`config.mk`:
```
export PLATFORM = sky130hd
export DESIGN_NAME = sram_arbiter_2p_flat
export DESIGN_NICKNAME = d
export VERILOG_FILES = /design/src/rtl/sram_pkg.sv /design/src/rtl/sram_arbiter_2p_if.sv /design/src/rtl/rr_arbiter_2.sv /design/src/rtl/sram_arbiter_2p.sv /design/src/flat_wrapper.sv
export SDC_FILE = /design/constraint.sdc
export NUM_CORES = 1
export LEC_CHECK = 0
export CORE_AREA = 2 2 105 107
export CTS_BUF_LIST = sky130_fd_sc_hd__clkbuf_4
export CTS_CLUSTER_DIAMETER = 60
export DETAILED_ROUTE_END_ITERATION = 8
export DIE_AREA = 0 0 107 109
export REMOVE_ABC_BUFFERS = 1
export SETUP_SLACK_MARGIN = 0.4
export SYNTH_ARGS = -nofsm -noshare
export SYNTH_HDL_FRONTEND = slang
export SYNTH_HIERARCHICAL = 1
export SYNTH_SLANG_ARGS = --single-unit
```
`constraint.sdc`:
```
create_clock -name i_clk -period 2.2 [get_ports i_clk]
set_clock_uncertainty 0.05 [all_clocks]
set_input_delay 0.22 -clock i_clk [delete_from_list [all_inputs] [get_ports i_clk]]
set_output_delay 0.22 -clock i_clk [all_outputs]
set_load 0.05 [all_outputs]
```
`src/rtl/sram_pkg.sv`:
```
// Shared types and controller latency constants for the two-port SRAM arbiter.
package sram_pkg;

  typedef enum logic {
    StIdle = 1'b0,
    StBusy = 1'b1
  } arb_state_e;

  // Command-to-ack latency of the IS61WV25616 controller, in cycles
  localparam int SRAM_WR_LAT  = 2;
  localparam int SRAM_RD_LAT  = 5;
  localparam int SRAM_DATA_W  = 32;
  localparam int SRAM_BMASK_W = 4;

endpackage

```
`src/rtl/sram_arbiter_2p_if.sv`:
```
// Bundle of both master ports plus the controller-facing command bus.
interface sram_arbiter_2p_if #(
  parameter int ADDR_W = 18
);
  import sram_pkg::*;

  logic                    i_m0_req;
  logic                    i_m0_we;
  logic [ADDR_W-1:0]       i_m0_addr;
  logic [SRAM_DATA_W-1:0]  i_m0_wdata;
  logic [SRAM_BMASK_W-1:0] i_m0_bmask;
  logic                    o_m0_ack;
  logic [SRAM_DATA_W-1:0]  o_m0_rdata;

  logic                    i_m1_req;
  logic                    i_m1_we;
  logic [ADDR_W-1:0]       i_m1_addr;
  logic [SRAM_DATA_W-1:0]  i_m1_wdata;
  logic [SRAM_BMASK_W-1:0] i_m1_bmask;
  logic                    o_m1_ack;
  logic [SRAM_DATA_W-1:0]  o_m1_rdata;

  logic [ADDR_W-1:0]       o_ADDR;
  logic [SRAM_DATA_W-1:0]  o_WDATA;
  logic [SRAM_BMASK_W-1:0] o_BMASK;
  logic                    o_WREN;
  logic                    o_RDEN;
  logic [SRAM_DATA_W-1:0]  i_RDATA;
  logic                    i_ACK;
  logic                    o_busy;

  // Arbiter side
  modport slave (
    input  i_m0_req, i_m0_we, i_m0_addr, i_m0_wdata, i_m0_bmask,
    output o_m0_ack, o_m0_rdata,
    input  i_m1_req, i_m1_we, i_m1_addr, i_m1_wdata, i_m1_bmask,
    output o_m1_ack, o_m1_rdata,
    output o_ADDR, o_WDATA, o_BMASK, o_WREN, o_RDEN, o_busy,
    input  i_RDATA, i_ACK
  );

  // Masters and controller side
  modport master (
    output i_m0_req, i_m0_we, i_m0_addr, i_m0_wdata, i_m0_bmask,
    input  o_m0_ack, o_m0_rdata,
    output i_m1_req, i_m1_we, i_m1_addr, i_m1_wdata, i_m1_bmask,
    input  o_m1_ack, o_m1_rdata,
    input  o_ADDR, o_WDATA, o_BMASK, o_WREN, o_RDEN, o_busy,
    output i_RDATA, i_ACK
  );

endinterface

```
`src/rtl/rr_arbiter_2.sv`:
```
// Two-requester grant logic: round-robin on ties, or fixed priority to port 0.
module rr_arbiter_2 (
  input  logic [1:0] req_i,
  input  logic       last_i,
  input  logic       rr_en_i,
  output logic [1:0] grant_o
);

  // On a tie the port that was not served last wins; last_i resets to 1 so port 0 wins first
  always_comb begin
    grant_o = req_i;
    if (req_i == 2'b11) begin
      grant_o = (rr_en_i && !last_i) ? 2'b10 : 2'b01;
    end
  end

endmodule

```
`src/rtl/sram_arbiter_2p.sv`:
```
// Shares one SRAM controller between the fetch port (0) and the LSU/loader port (1).
module sram_arbiter_2p
  import sram_pkg::*;
#(
  parameter int ADDR_W = 18,
  parameter bit RR_EN  = 1'b1,
  parameter int DATA_W = 32
) (
  input logic              i_clk,
  input logic              i_reset,
  sram_arbiter_2p_if.slave bus
);

  arb_state_e state_q, state_d;
  logic       owner_q, owner_d;
  logic       last_q, last_d;

  logic [1:0] req;
  logic [1:0] grant;
  logic       sel;
  logic       selValid;
  logic       issue;
  logic       ack0;
  logic       ack1;

  logic                    selWe;
  logic [ADDR_W-1:0]       selAddr;
  logic [DATA_W-1:0]       selWdata;
  logic [SRAM_BMASK_W-1:0] selBmask;

  assign req = {bus.i_m1_req, bus.i_m0_req};

  rr_arbiter_2 u_rr (
    .req_i   (req),
    .last_i  (last_q),
    .rr_en_i (RR_EN),
    .grant_o (grant)
  );

  always_ff @(posedge i_clk) begin
    if (!i_reset) begin
      state_q <= StIdle;
      owner_q <= 1'b0;
      last_q  <= 1'b1;
    end else begin
      state_q <= state_d;
      owner_q <= owner_d;
      last_q  <= last_d;
    end
  end

  // Idle issues the winner's command combinationally; busy only waits for the controller ack
  always_comb begin
    state_d  = state_q;
    owner_d  = owner_q;
    last_d   = last_q;
    sel      = owner_q;
    selValid = 1'b0;
    issue    = 1'b0;
    ack0     = 1'b0;
    ack1     = 1'b0;
    case (state_q)
      StIdle: begin
        if (|grant) begin
          sel      = grant[1];
          selValid = 1'b1;
          issue    = 1'b1;
          state_d  = StBusy;
          owner_d  = grant[1];
          last_d   = grant[1];
        end
      end
      StBusy: begin
        selValid = 1'b1;
        if (bus.i_ACK) begin
          ack0    = !owner_q;
          ack1    = owner_q;
          state_d = StIdle;
        end
      end
      default: state_d = StIdle;
    endcase
  end

  always_comb begin
    selWe    = sel ? bus.i_m1_we    : bus.i_m0_we;
    selAddr  = sel ? bus.i_m1_addr  : bus.i_m0_addr;
    selWdata = sel ? bus.i_m1_wdata : bus.i_m0_wdata;
    selBmask = sel ? bus.i_m1_bmask : bus.i_m0_bmask;
  end

  // Everything is forced low while reset is held, even though the state only clears on the edge
  assign bus.o_ADDR     = (selValid && i_reset) ? selAddr  : '0;
  assign bus.o_WDATA    = (selValid && i_reset) ? selWdata : '0;
  assign bus.o_BMASK    = (selValid && i_reset) ? selBmask : '0;
  assign bus.o_WREN     = issue && i_reset && selWe;
  assign bus.o_RDEN     = issue && i_reset && !selWe;
  assign bus.o_m0_ack   = ack0 && i_reset;
  assign bus.o_m1_ack   = ack1 && i_reset;
  assign bus.o_m0_rdata = i_reset ? bus.i_RDATA : '0;
  assign bus.o_m1_rdata = i_reset ? bus.i_RDATA : '0;
  assign bus.o_busy     = (state_q == StBusy) && i_reset;

endmodule

```
`src/flat_wrapper.sv`:
```
// flat-port wrapper written by rule: the top's interface ports become plain ports
module sram_arbiter_2p_flat import sram_pkg::*;
#(
  parameter int ADDR_W = 18,
  parameter bit RR_EN  = 1'b1,
  parameter int DATA_W = 32
)
  (i_clk, i_reset, bus_i_m0_req, bus_i_m0_we, bus_i_m0_addr, bus_i_m0_wdata, bus_i_m0_bmask, bus_o_m0_ack, bus_o_m0_rdata, bus_i_m1_req, bus_i_m1_we, bus_i_m1_addr, bus_i_m1_wdata, bus_i_m1_bmask, bus_o_m1_ack, bus_o_m1_rdata, bus_o_ADDR, bus_o_WDATA, bus_o_BMASK, bus_o_WREN, bus_o_RDEN, bus_o_busy, bus_i_RDATA, bus_i_ACK);
  sram_arbiter_2p_if #(.ADDR_W(ADDR_W)) bus_i ();
  input logic i_clk;
  input logic i_reset;
  input wire logic [$bits(bus_i.i_m0_req)-1:0] bus_i_m0_req;
  input wire logic [$bits(bus_i.i_m0_we)-1:0] bus_i_m0_we;
  input wire logic [$bits(bus_i.i_m0_addr)-1:0] bus_i_m0_addr;
  input wire logic [$bits(bus_i.i_m0_wdata)-1:0] bus_i_m0_wdata;
  input wire logic [$bits(bus_i.i_m0_bmask)-1:0] bus_i_m0_bmask;
  output wire logic [$bits(bus_i.o_m0_ack)-1:0] bus_o_m0_ack;
  output wire logic [$bits(bus_i.o_m0_rdata)-1:0] bus_o_m0_rdata;
  input wire logic [$bits(bus_i.i_m1_req)-1:0] bus_i_m1_req;
  input wire logic [$bits(bus_i.i_m1_we)-1:0] bus_i_m1_we;
  input wire logic [$bits(bus_i.i_m1_addr)-1:0] bus_i_m1_addr;
  input wire logic [$bits(bus_i.i_m1_wdata)-1:0] bus_i_m1_wdata;
  input wire logic [$bits(bus_i.i_m1_bmask)-1:0] bus_i_m1_bmask;
  output wire logic [$bits(bus_i.o_m1_ack)-1:0] bus_o_m1_ack;
  output wire logic [$bits(bus_i.o_m1_rdata)-1:0] bus_o_m1_rdata;
  output wire logic [$bits(bus_i.o_ADDR)-1:0] bus_o_ADDR;
  output wire logic [$bits(bus_i.o_WDATA)-1:0] bus_o_WDATA;
  output wire logic [$bits(bus_i.o_BMASK)-1:0] bus_o_BMASK;
  output wire logic [$bits(bus_i.o_WREN)-1:0] bus_o_WREN;
  output wire logic [$bits(bus_i.o_RDEN)-1:0] bus_o_RDEN;
  output wire logic [$bits(bus_i.o_busy)-1:0] bus_o_busy;
  input wire logic [$bits(bus_i.i_RDATA)-1:0] bus_i_RDATA;
  input wire logic [$bits(bus_i.i_ACK)-1:0] bus_i_ACK;
  assign bus_i.i_m0_req = bus_i_m0_req;
  assign bus_i.i_m0_we = bus_i_m0_we;
  assign bus_i.i_m0_addr = bus_i_m0_addr;
  assign bus_i.i_m0_wdata = bus_i_m0_wdata;
  assign bus_i.i_m0_bmask = bus_i_m0_bmask;
  assign bus_o_m0_ack = bus_i.o_m0_ack;
  assign bus_o_m0_rdata = bus_i.o_m0_rdata;
  assign bus_i.i_m1_req = bus_i_m1_req;
  assign bus_i.i_m1_we = bus_i_m1_we;
  assign bus_i.i_m1_addr = bus_i_m1_addr;
  assign bus_i.i_m1_wdata = bus_i_m1_wdata;
  assign bus_i.i_m1_bmask = bus_i_m1_bmask;
  assign bus_o_m1_ack = bus_i.o_m1_ack;
  assign bus_o_m1_rdata = bus_i.o_m1_rdata;
  assign bus_o_ADDR = bus_i.o_ADDR;
  assign bus_o_WDATA = bus_i.o_WDATA;
  assign bus_o_BMASK = bus_i.o_BMASK;
  assign bus_o_WREN = bus_i.o_WREN;
  assign bus_o_RDEN = bus_i.o_RDEN;
  assign bus_o_busy = bus_i.o_busy;
  assign bus_i.i_RDATA = bus_i_RDATA;
  assign bus_i.i_ACK = bus_i_ACK;
  sram_arbiter_2p #(.ADDR_W(ADDR_W), .RR_EN(RR_EN), .DATA_W(DATA_W)) u_core (.i_clk(i_clk), .i_reset(i_reset), .bus(bus_i));
endmodule
```
Word level (Yosys, flattened, before mapping):

Cells that the tools add are included.

* bitwise logic cells: 1
* equal/unequal tests: 1
* div/mod/pow operators: 0
* mux-type cells: 21
* $mul: 0
* shifts and indexed selects: 0
* add/sub/neg operators: 0
* magnitude comparators: 0
* reductions and logical operators: 11

Operator list (number)
* two-way mux 32 bit: 3
* two-way mux 18 bit: 2
* two-way mux 1 bit: 10
* two-way mux 4 bit: 2
* logical AND 1 bit: 7
* two-way mux 2 bit: 2
* one-hot mux 1 bit (2 select lines): 2
* equality test 2 bit (second input constant): 1
* logical NOT 1 bit: 2
* AND reduction 2 bit: 1
* OR reduction 2 bit: 1
* NOT 1 bit: 1

* memory bits (read-only): 0
* bits in latches: 0
* memory bits (writable): 0
* register bits after elaboration: 3
* bits of input ports: 147
* logic and storage cells: 37
* output and inout port bits: 123
* memories: 0

Longest topological paths before layout:

Gate-level depths: netlist of run 1.

* depth in word-level cells: 8
* mapped depth: 8
* gate-level depth less buffers: 5

Cells and area by module:

Netlist of run 1, hierarchy kept.

By module, submodules not included
* sram_arbiter_2p: seq. area each 60.1 µm², cells each 284, area each 1958.1 µm², times used 1
* rr_arbiter_2: seq. area each 0.0 µm², cells each 4, area each 30.0 µm², times used 1

Least setup slack after synthesis of run 1:

No wires, ideal clock.

* path type: register to output
* start point: register u_core.last_q
* end point: output port bus_o_BMASK[0]
* path buffers: 2
* cell stages (with the launch flop): 8
* data arrival time: 2091 ps
* slack: -161 ps
* required time: 1930 ps
* cell sequence: dfxtp_1 -> nor2b_4 -> a21oi_1 -> nand2b_1 -> a21oi_2 -> buf_6 -> buf_4 -> mux2i_1

* longest elaborated chain between the ends: 7
* elaborated cells between the ends (all ways): 10
* those cells by class: mux: 8; reduce/logical: 2

RTL lines
* from (decl): line sram_arbiter_2p.sv:16 `logic last_q, last_d;`
* from (signal assigned): line sram_arbiter_2p.sv:48 `last_q <= last_d;`
* two-way mux 2 bit *: line rr_arbiter_2.sv:13 `grant_o = (rr_en_i && !last_i) ? 2'b10 : 2'b01;`
* two-way mux 2 bit *: line rr_arbiter_2.sv:12 `if (req_i == 2'b11) begin`
* named net u_core.grant[0]: line sram_arbiter_2p.sv:19 `logic [1:0] grant;`
* OR reduction 2 bit *: line sram_arbiter_2p.sv:64 `if (|grant) begin`
* two-way mux 1 bit: line sram_arbiter_2p.sv:64
* one-hot mux 1 bit (2 select lines) / two-way mux 1 bit (equally long branches): line sram_arbiter_2p.sv:62 `case (state_q)`
* logical AND 1 bit / two-way mux 4 bit (equally long branches): line sram_arbiter_2p.sv:95, sram_arbiter_2p.sv:89
* two-way mux 4 bit *: line sram_arbiter_2p.sv:95 `assign bus.o_BMASK = (selValid && i_reset) ? selBmask : '0;`
* to (decl): line flat_wrapper.sv:28 `output wire logic [$bits(bus_i.o_BMASK)-1:0] bus_o_BMASK;`

The timed path passes the listed nets; every way through them passes the cells marked *.

Worst setup path in the final report of run 1:

* start point: register u_core.last_q
* end point: output port bus_o_ADDR[8]

* longest elaborated chain between the ends: 7
* elaborated cells between the ends (all ways): 10
* those cells by class: mux: 8; reduce/logical: 2

RTL lines
* two-way mux 2 bit *: line rr_arbiter_2.sv:13
* two-way mux 2 bit *: line rr_arbiter_2.sv:12
* named net u_core.grant[0]: line sram_arbiter_2p.sv:19
* OR reduction 2 bit *: line sram_arbiter_2p.sv:64
* two-way mux 1 bit: line sram_arbiter_2p.sv:64
* one-hot mux 1 bit (2 select lines) / two-way mux 1 bit (equally long branches): line sram_arbiter_2p.sv:62
* logical AND 1 bit / two-way mux 18 bit (equally long branches): line sram_arbiter_2p.sv:93, sram_arbiter_2p.sv:87
* two-way mux 18 bit *: line sram_arbiter_2p.sv:93 `assign bus.o_ADDR = (selValid && i_reset) ? selAddr : '0;`
* to (decl): line flat_wrapper.sv:26 `output wire logic [$bits(bus_i.o_ADDR)-1:0] bus_o_ADDR;`

Marks and branches as above.

==> metrics.md, run 1 <==
| Metric | Value |
|---|---|
| Synth Area in Simple Gates | 0.452 |
| Drt total wl | 14100 um |
| Critical path class | reg -> out |
| Synth top cells by count | 100 x nand3_1, 56 x mux2i_1, 35 x buf_4, 33 x and2_1, 15 x buf_2 |
| Post-route cell area | 7250 um2 |
| Share of the synthesized area in the top cell type | 0.282 |
| Max_cap viols | 0 |
| CTS Hold Bufs | 0 |
| RSZ-0062 raised after global routing | yes |
| Final hold slack | 0.205 ns |
| Die Ht | 109 um |
| Adder-Cell Fraction of Synth Area | 0 |
| Ys flop type | dfxtp_1 |
| Yosys warns | 6 |
| Dpl ws | -0.194 ns |
| Failing checks | setup timing |
| Crit path buffers/inverters | 4 |
| CP top delay family | simple AND/OR/NAND/NOR gates |
| Compound-Gate Fraction of Synth Area | 0.0151 |
| GP Congestion | 0.790 |
| Area Overhead vs Synth | 265% |
| Fin crit share | 1.04 |
| Final WS setup | -0.0887 ns |
| Final std cells w/o fill | 668 |
| Total grt overflow | 0 |
| Post-synthesis xor/xnor area fraction | 0 |
| Status | finished with violations |
| Fmax | 437 MHz |
| Post-synthesis mux area share | 0.282 |
| WP data required | 1.93 ns |
| Post-DP Area | 5800 um2 |
| Top-count cell post-synth | nand3_1 |
| Hpwl dp | 9360 um |
| Clk root buf | clkbuf_4 |
| Clock slew at reported path FFs | 0.04 ns |
| Largest family of logic cells by synthesized area | simple AND/OR/NAND/NOR gates |
| Clock insertion delay at the later pin of the skew report | 0.23 ns |
| WL/cell | 21.1 um |
| H-Tree Depth | 1 |
| GRT Total Usage | 0.229 |
| Leakage | 2.76 nW |
| Buffers on Ports | 269 |
| Initial DRT Pass Iterations | 4 |
| VDD IR max | 0.000213 V |
| Worst setup EP type | primary output |
| Hold Path Class | in -> reg |
| Post-synthesis instance area | 1990 um2 |
| Die area | 11700 um2 |
| # DRC | 0 |
| # diodes | 0 |
| Fin crit period | 2.29 ns |
| Antenna Violating Nets Remaining | 0 |
| Vias | 3134 |
| Antenna violations before repair | 0 |
| Vias/cell | 4.69 |
| Hold Fails Final Rpt | 0 |
| Iter 0 DRT Violations | 169 |
| Sequential cell area fraction in the yosys report | 0.0302 |
| Synth top area cells | mux2i_1 28%, nand3_1 25%, buf_4 13% |
| Synthesis-stage register bit count | 3 |
| Setup violations, final | 53 |
| Max incr delay on CP | 0.45 ns |
| Clock Sinks | 3 |
| Total design power | 2.84 mW |
| Slowest-stage cell, CP | or3_4 |
| Post-synth cell types | 25 |
| Avg Synthesized Cell Area | 6.90 um2 |
| Most Frequent Cell on Critical Path | buf_12 |
| Nets | 676 |
| Fill cell count | 739 |
| Pwr dens | 392 nW/um2 |
| Initial Utilization | 0.188 |
| Post-synth EDFFs | 0 |
| Critical-path maximum fanout | 6 |
| Ports | 270 |
| Bufs on Longest Clock Path | 2 |
| Ordered cell list for the critical path | nor2b_4 > a21oi_2 > buf_4 > or3_4 > buf_12 > buf_16 > nand3_2 > mux2i_2 > buf_12 |
| Chip Width | 107 um |
| CP Launch Type | flop |
| WP data arrival | 2.02 ns |
| Largest net degree at the start of global routing | 87 |
| Core Area | 10600 um2 |
| TritonCTS buffer count | 3 |
| Cells after DPL | 640 |
| First-pass GRT wire length | 20400 um |
| Synth Instances | 288 |
| Slew Viols, Final | 0 |
| Synth area leader | mux2i_1 |
| Num rows | 38 |
| CTS tree | yes |
| Number of global-route vias before repair | 3348 |
| FFs w/ async S/R, synth | 0 |
| Share of cells above drive strength 1 | 0.534 |
cell families after synthesis:
kind of cell	count (synthesis)
mux	56
compound gates	4
flops	3
other cells	1
simple gates	156
buf+inv	68
flip-flops by register name, indices dropped and copies added, names as in the netlist:
register,count
u_core/last_q,1
u_core/state_q,1
u_core/owner_q,1
power breakdown:
group	switching (mW)	internal, mW
sequential	0.00846	0.0607
clock	0.0264	0.0801
combinational	1.29	1.37
path summary, 6_finish.rpt:
kind	to	cells past startpoint	slack [ns]	from
max	bus_o_ADDR[8]	9	-0.09	u_core/last_q$_SDFFE_PN1P_
min	u_core/last_q$_SDFFE_PN1P_	2	0.21	i_reset
max reg2reg	u_core/owner_q$_SDFF_PN0_	7	0.74	u_core/last_q$_SDFFE_PN1P_
min reg2reg	u_core/last_q$_SDFFE_PN1P_	2	0.45	u_core/last_q$_SDFFE_PN1P_
metrics by stage:
stage / setup TNS, ns / util
floorplan: -112.85 / -
global placement: -5.67 / 0.547
detailed placement: -7.27 / 0.547
CTS: -2.46 / 0.650
global route: -6.42 / 0.684
finish: -3.46 / 0.684
timing repair:
| action | in CTS | in global routing |
|---|---|---|
| buffers inserted | 7 | 1 |
| gates cloned | 15 | 1 |
| endpoints found under the setup margin | 56 | 57 |
| gates resized for setup | 130 | 52 |
| pin swaps | 10 | 1 |
area by class of cell:
type	instances	area, um2	area share
timing repair buffer	301	4610	0.636
multi-input combinational	218	2360	0.326
tap	140	175	0.0242
sequential	3	61.3	0.00846
clock buffer	4	30.0	0.00414
inverter	2	7.51	0.00104
placed cells by master, fill, tap and decap left out, drive strengths merged:
cell,count
buf,153
clkdlybuf4s50,143
nand3,110
mux2i,56
and2,33
clkbuf,5
nor2b,4
nand3b,3
dfxtp,3
bufbuf,2
or3,2
dlygate4sd2,2
inv,2
a21oi,2
nand2b,1
or2,1
nor3b,1
and3,1
nand2,1
a22o,1
conb,1
o21a,1
per-layer routing:
metal / global-route usage / wire, um / vias to the layer above
met1: 0.255 / 4950 / 1488
met5: 0 / 0 / -
met4: 0.0269 / 215 / 0
li1: - / - / 1485
met2: 0.445 / 7830 / 147
met3: 0.0652 / 1130 / 14
worst reg2reg max path, cell delays in order (launching register included):
cell	delay [ns]
dfxtp_2	0.34
nor2b_4	0.05
o21a_4	0.21
nor2b_4	0.14
a21oi_4	0.16
buf_4	0.14
buf_12	0.19
nor2b_1	0.07
(Power assumes the default switching activity.)
==> run 2, diff against run 1 <==
--- a/config.mk
+++ b/config.mk
@@ -10,6 +10,7 @@
 export CTS_CLUSTER_DIAMETER = 60
 export DETAILED_ROUTE_END_ITERATION = 8
 export DIE_AREA = 0 0 107 109
+export HOLD_SLACK_MARGIN = 0.03
 export REMOVE_ABC_BUFFERS = 1
 export SETUP_SLACK_MARGIN = 0.4
 export SYNTH_ARGS = -nofsm -noshare
==> results of run 2 <==
The final DEF is identical to that of run 1; final timing and power are the same.
==> run 3, diff against run 2 <==
--- a/config.mk
+++ b/config.mk
@@ -5,11 +5,14 @@
 export SDC_FILE = /design/constraint.sdc
 export NUM_CORES = 1
 export LEC_CHECK = 0
+export ABC_AREA = 1
+export CAP_MARGIN = 25
 export CORE_AREA = 2 2 105 107
 export CTS_BUF_LIST = sky130_fd_sc_hd__clkbuf_4
 export CTS_CLUSTER_DIAMETER = 60
 export DETAILED_ROUTE_END_ITERATION = 8
 export DIE_AREA = 0 0 107 109
+export DONT_BUFFER_PORTS = 1
 export HOLD_SLACK_MARGIN = 0.03
 export REMOVE_ABC_BUFFERS = 1
 export SETUP_SLACK_MARGIN = 0.4
==> run 3 against run 2 <==
The flow now finishes without violations. First-iteration DRC count increased by 7.7%. Global-route usage decreased by 11 points. Design area shrank 55%. Non-clock buffer count down 205. Critical path depth is 3 higher. Sequential power rose by 3%. Via count fell by 14%. Synthesized cell count is 36% higher. Total power fell by 27%. Critical path type unchanged. Largest cell class is now multi-input gates.
==> metrics.md, run 3 <==
| Metric | Value |
|---|---|
| Status | finished, final reports clean |
| Hold Fails Final Rpt | 0 (unchanged) |
| Synth top area cells | nand3b_1 20%, nand2_1 20%, buf_4 14% |
| Share of the synthesized area in the top cell type | 0.202 (-0.0803) |
| Post-DP Area | 2310 um2 (-60%) |
| Largest net degree at the start of global routing | 37 (-57%) |
| Sequential power share | 0.034 (+0.010) |
| Synth area leader | nand3b_1 |
| Crit. Startpoint | u_core/last_q$_SDFFE_PN1P_ |
| Worst R2R End | u_core/state_q$_SDFF_PN0_ |
| Ordered cell list for the critical path | inv_2 > nand2_1 > nand2_1 > nand2_2 > nand2_4 > nand2_8 > buf_12 > buf_12 > nand3b_1 > nand2_1 > nor2_2 > buf_6 |
| Reg2reg start | u_core/last_q$_SDFFE_PN1P_ |
| Cells after DPL | 536 (-16%) |
| GRT Total Usage | 0.116 (-0.113) |
| Avg Synthesized Cell Area | 5.14 um2 (-26%) |
| GP Congestion | 0.831 (+5.3%) |
| Dpl ws | 0.295 ns (+0.489 ns) |
| RSZ-0062 raised after global routing | yes |
| WL/cell | 16.8 um (-20%) |
| # diodes | 0 (unchanged) |
| Total grt overflow | 0 (unchanged) |
| Max incr delay on CP | 0.32 ns (-0.13 ns) |
| Clk root buf | clkbuf_4 |
| CP Launch Type | flop |
| TritonCTS buffer count | 3 (unchanged) |
| Commonest non-fill, non-tap cell in the layout | nand2_1 |
| Combinational Power Share | 0.909 (-0.029) |
| Critical-path maximum fanout | 7 (+1) |
| Initial DRT Pass Iterations | 5 (+1) |
| Pwr dens | 637 nW/um2 (+63%) |
| CP top delay family | simple AND/OR/NAND/NOR gates |
| Clock Sinks | 3 (unchanged) |
| Final std cells w/o fill | 568 (-15%) |
| Post-synthesis instance area | 2010 um2 (+1.1%) |
| Clock slew at reported path FFs | 0.04 ns (about the same) |
| Vias/cell | 4.76 (+1.5%) |
| Die Ht | 109 um (unchanged) |
| FFs w/ async S/R, synth | 0 (unchanged) |
| Bufs on Longest Clock Path | 2 (unchanged) |
| Slew Viols, Final | 0 (unchanged) |
| Clock insertion delay at the later pin of the skew report | 0.25 ns (+0.02 ns) |
| Setup violations, final | 0 (-100%) |
| Hold Path Class | in -> reg |
| Total design power | 2.07 mW (-27%) |
| Max_cap viols | 0 (unchanged) |
| Number of global-route vias before repair | 2047 (-39%) |
| Yosys warns | 6 (unchanged) |
| Top Registers | u_core/last_q: 1 flops, u_core/owner_q: 1 flops, u_core/state_q: 1 flops |
| H-Tree Depth | 1 (unchanged) |
| Number of cells on the critical path | 12 (+3) |
| Hpwl dp | 5250 um (-44%) |
| VDD IR max | 0.000303 V (+42%) |
| First-pass GRT wire length | 10500 um (-49%) |
| Fmax | 489 MHz (+12%) |
| Vias | 2704 (-14%) |
| CTS tree | yes |
| Post-route cell area | 3250 um2 (-55%) |
| Top-count cell post-synth | nand2_1 |
| Chip Width | 107 um (unchanged) |
| R2r setup slk | 0.95 ns (+0.21 ns) |
| Most Frequent Cell on Critical Path | nand2_1 |
| Clock share of power | 0.057 (+0.020) |
| Critical path class | reg -> out |
| Share of cells above drive strength 1 | 0.355 (-0.179) |
| Commonest cells after routing, fill and taps aside | 98 x nand2_1, 54 x nand3b_1, 53 x buf_6, 53 x a21oi_1, 37 x inv_1 |
| Max-slew headroom | 0.418 |
| # DRC | 0 (unchanged) |
| R2R depth | 7 (unchanged) |
| Initial Utilization | 0.190 (+0.00212) |
| Antenna Violating Nets Remaining | 0 (unchanged) |
| Nets | 576 (-15%) |
| Drt total wl | 9560 um (-32%) |
| Fill cell count | 1097 (+48%) |
| Final Util | 0.306 (-0.377) |
| Ports | 270 (unchanged) |
| Core Area | 10600 um2 (unchanged) |
| Int Pwr | 0.773 mW (-49%) |
| Final hold slack | 0.0835 ns (-0.122 ns) |
| Area Overhead vs Synth | 61.4% |
| Num rows | 38 (unchanged) |
| Worst setup EP type | primary output |
| Sum Neg Setup Slack | 0 ns (+3.46 ns) |
| Synth Instances | 391 (+36%) |
| Final WS setup | 0.155 ns (+0.243 ns) |
| Leakage | 1.71 nW (-38%) |
| CP endpoint | bus_o_WDATA[9] |
| Antenna violations before repair | 1 (+1) |
| Net Sw Frac | 0.626 (+0.158) |
| Buffers on Ports | 0 (-100%) |
| Psw | 1.30 mW (-2.5%) |
| Slew at the pin closest to its max-slew limit | 0.873 ns |
| Synth top cells by count | 105 x nand2_1, 61 x nor2_1, 55 x a21oi_1, 54 x nand3b_1, 38 x inv_1 |
| Post-synth cell types | 17 (-32%) |
| Die area | 11700 um2 (unchanged) |
| Synthesis-stage register bit count | 3 (unchanged) |
| Slowest-stage cell, CP | dfxtp_2 |
| Sequential cell area fraction in the yosys report | 0.0299 (-0.000338) |
| Fin crit period | 2.05 ns (-0.243 ns) |
| Crit path buffers/inverters | 4 (unchanged) |
| Fin crit share | 0.930 (-0.111) |
| Post-synth EDFFs | 0 (unchanged) |
| Iter 0 DRT Violations | 182 (+7.7%) |
| WP data arrival | 1.78 ns (-0.24 ns) |
| Ys flop type | dfxtp_1 |
| WP data required | 1.93 ns (about the same) |
-- run 3: changes by cell type in the layout (fill, tap and decap cells not counted), moves of 41 or more --
cell / change
buf_6: +50
a21oi_1: +53
nand3_1: -51
buf_12: -119
nand3_2: -41
clkdlybuf4s50_1: -143
nand2_1: +97
nand3b_1: +51
-- run 3: power by group through the flow --
stage	combinational, mW	clock (mW)	sequential, mW
after floorplan	1.12	0	0.0657
after global placement	1.46	0	0.0679
after detailed placement	1.46	0	0.0682
after CTS	1.61	0.118	0.0689
after global routing	1.96	0.122	0.0714
final	1.88	0.117	0.0709
-- run 3: logic make-up after synthesis --
| kind of cell | share of synthesized area |
|---|---|
| AO/OA/AOI/OAI | 0.147 |
| AND/OR/NAND/NOR | 0.522 |
| buffers and inverters | 0.299 |
| other | 0.00187 |
| flip-flops | 0.0299 |
-- run 3: worst register-to-register path, delay by kind of cell, from the launching register on --
kind | cells | cell delay, ns
compound gates | 1 | 0.11
simple gates | 6 | 0.63
flops | 1 | 0.34
-- run 3: worst min path at each step --
stage | start | endpoint | cells past startpoint
floorplan | i_reset | u_core/last_q$_SDFFE_PN1P_ | 1
global placement | i_reset | u_core/last_q$_SDFFE_PN1P_ | 1
detailed placement | i_reset | u_core/last_q$_SDFFE_PN1P_ | 1
CTS | bus_i_ACK | u_core/state_q$_SDFF_PN0_ | 1
global route | i_reset | u_core/owner_q$_SDFF_PN0_ | 2
finish | i_reset | u_core/owner_q$_SDFF_PN0_ | 2
-- run 3: final cells by class --
type                            count  area, um2  area share
Sequential cell                     3       62.6      0.0193
Inverter                           41        156      0.0482
Tap cell                          140        175      0.0540
Timing Repair Buffer               96       1290       0.399
Multi-Input combinational cell    284       1530       0.470
Clock buffer                        4       30.0     0.00925
-- run 3: timing repair --
action / in CTS / in global routing
endpoints found under the setup margin: 56 / 57
setup buffers: 6 / 5
pin swaps: 4 / 22
cloned: 5 / 10
endpoints found under the hold margin: 1 / 1
gates resized for setup: 36 / 80
hold buffers: 1 / 1
-- run 3: per-layer routing --
metal,vias up,GRT usage,routed length (um)
met5,-,0,12
met4,2,0.0501,249
met3,20,0.0239,779
met2,190,0.197,4840
met1,1233,0.143,3670
li1,1259,-,-
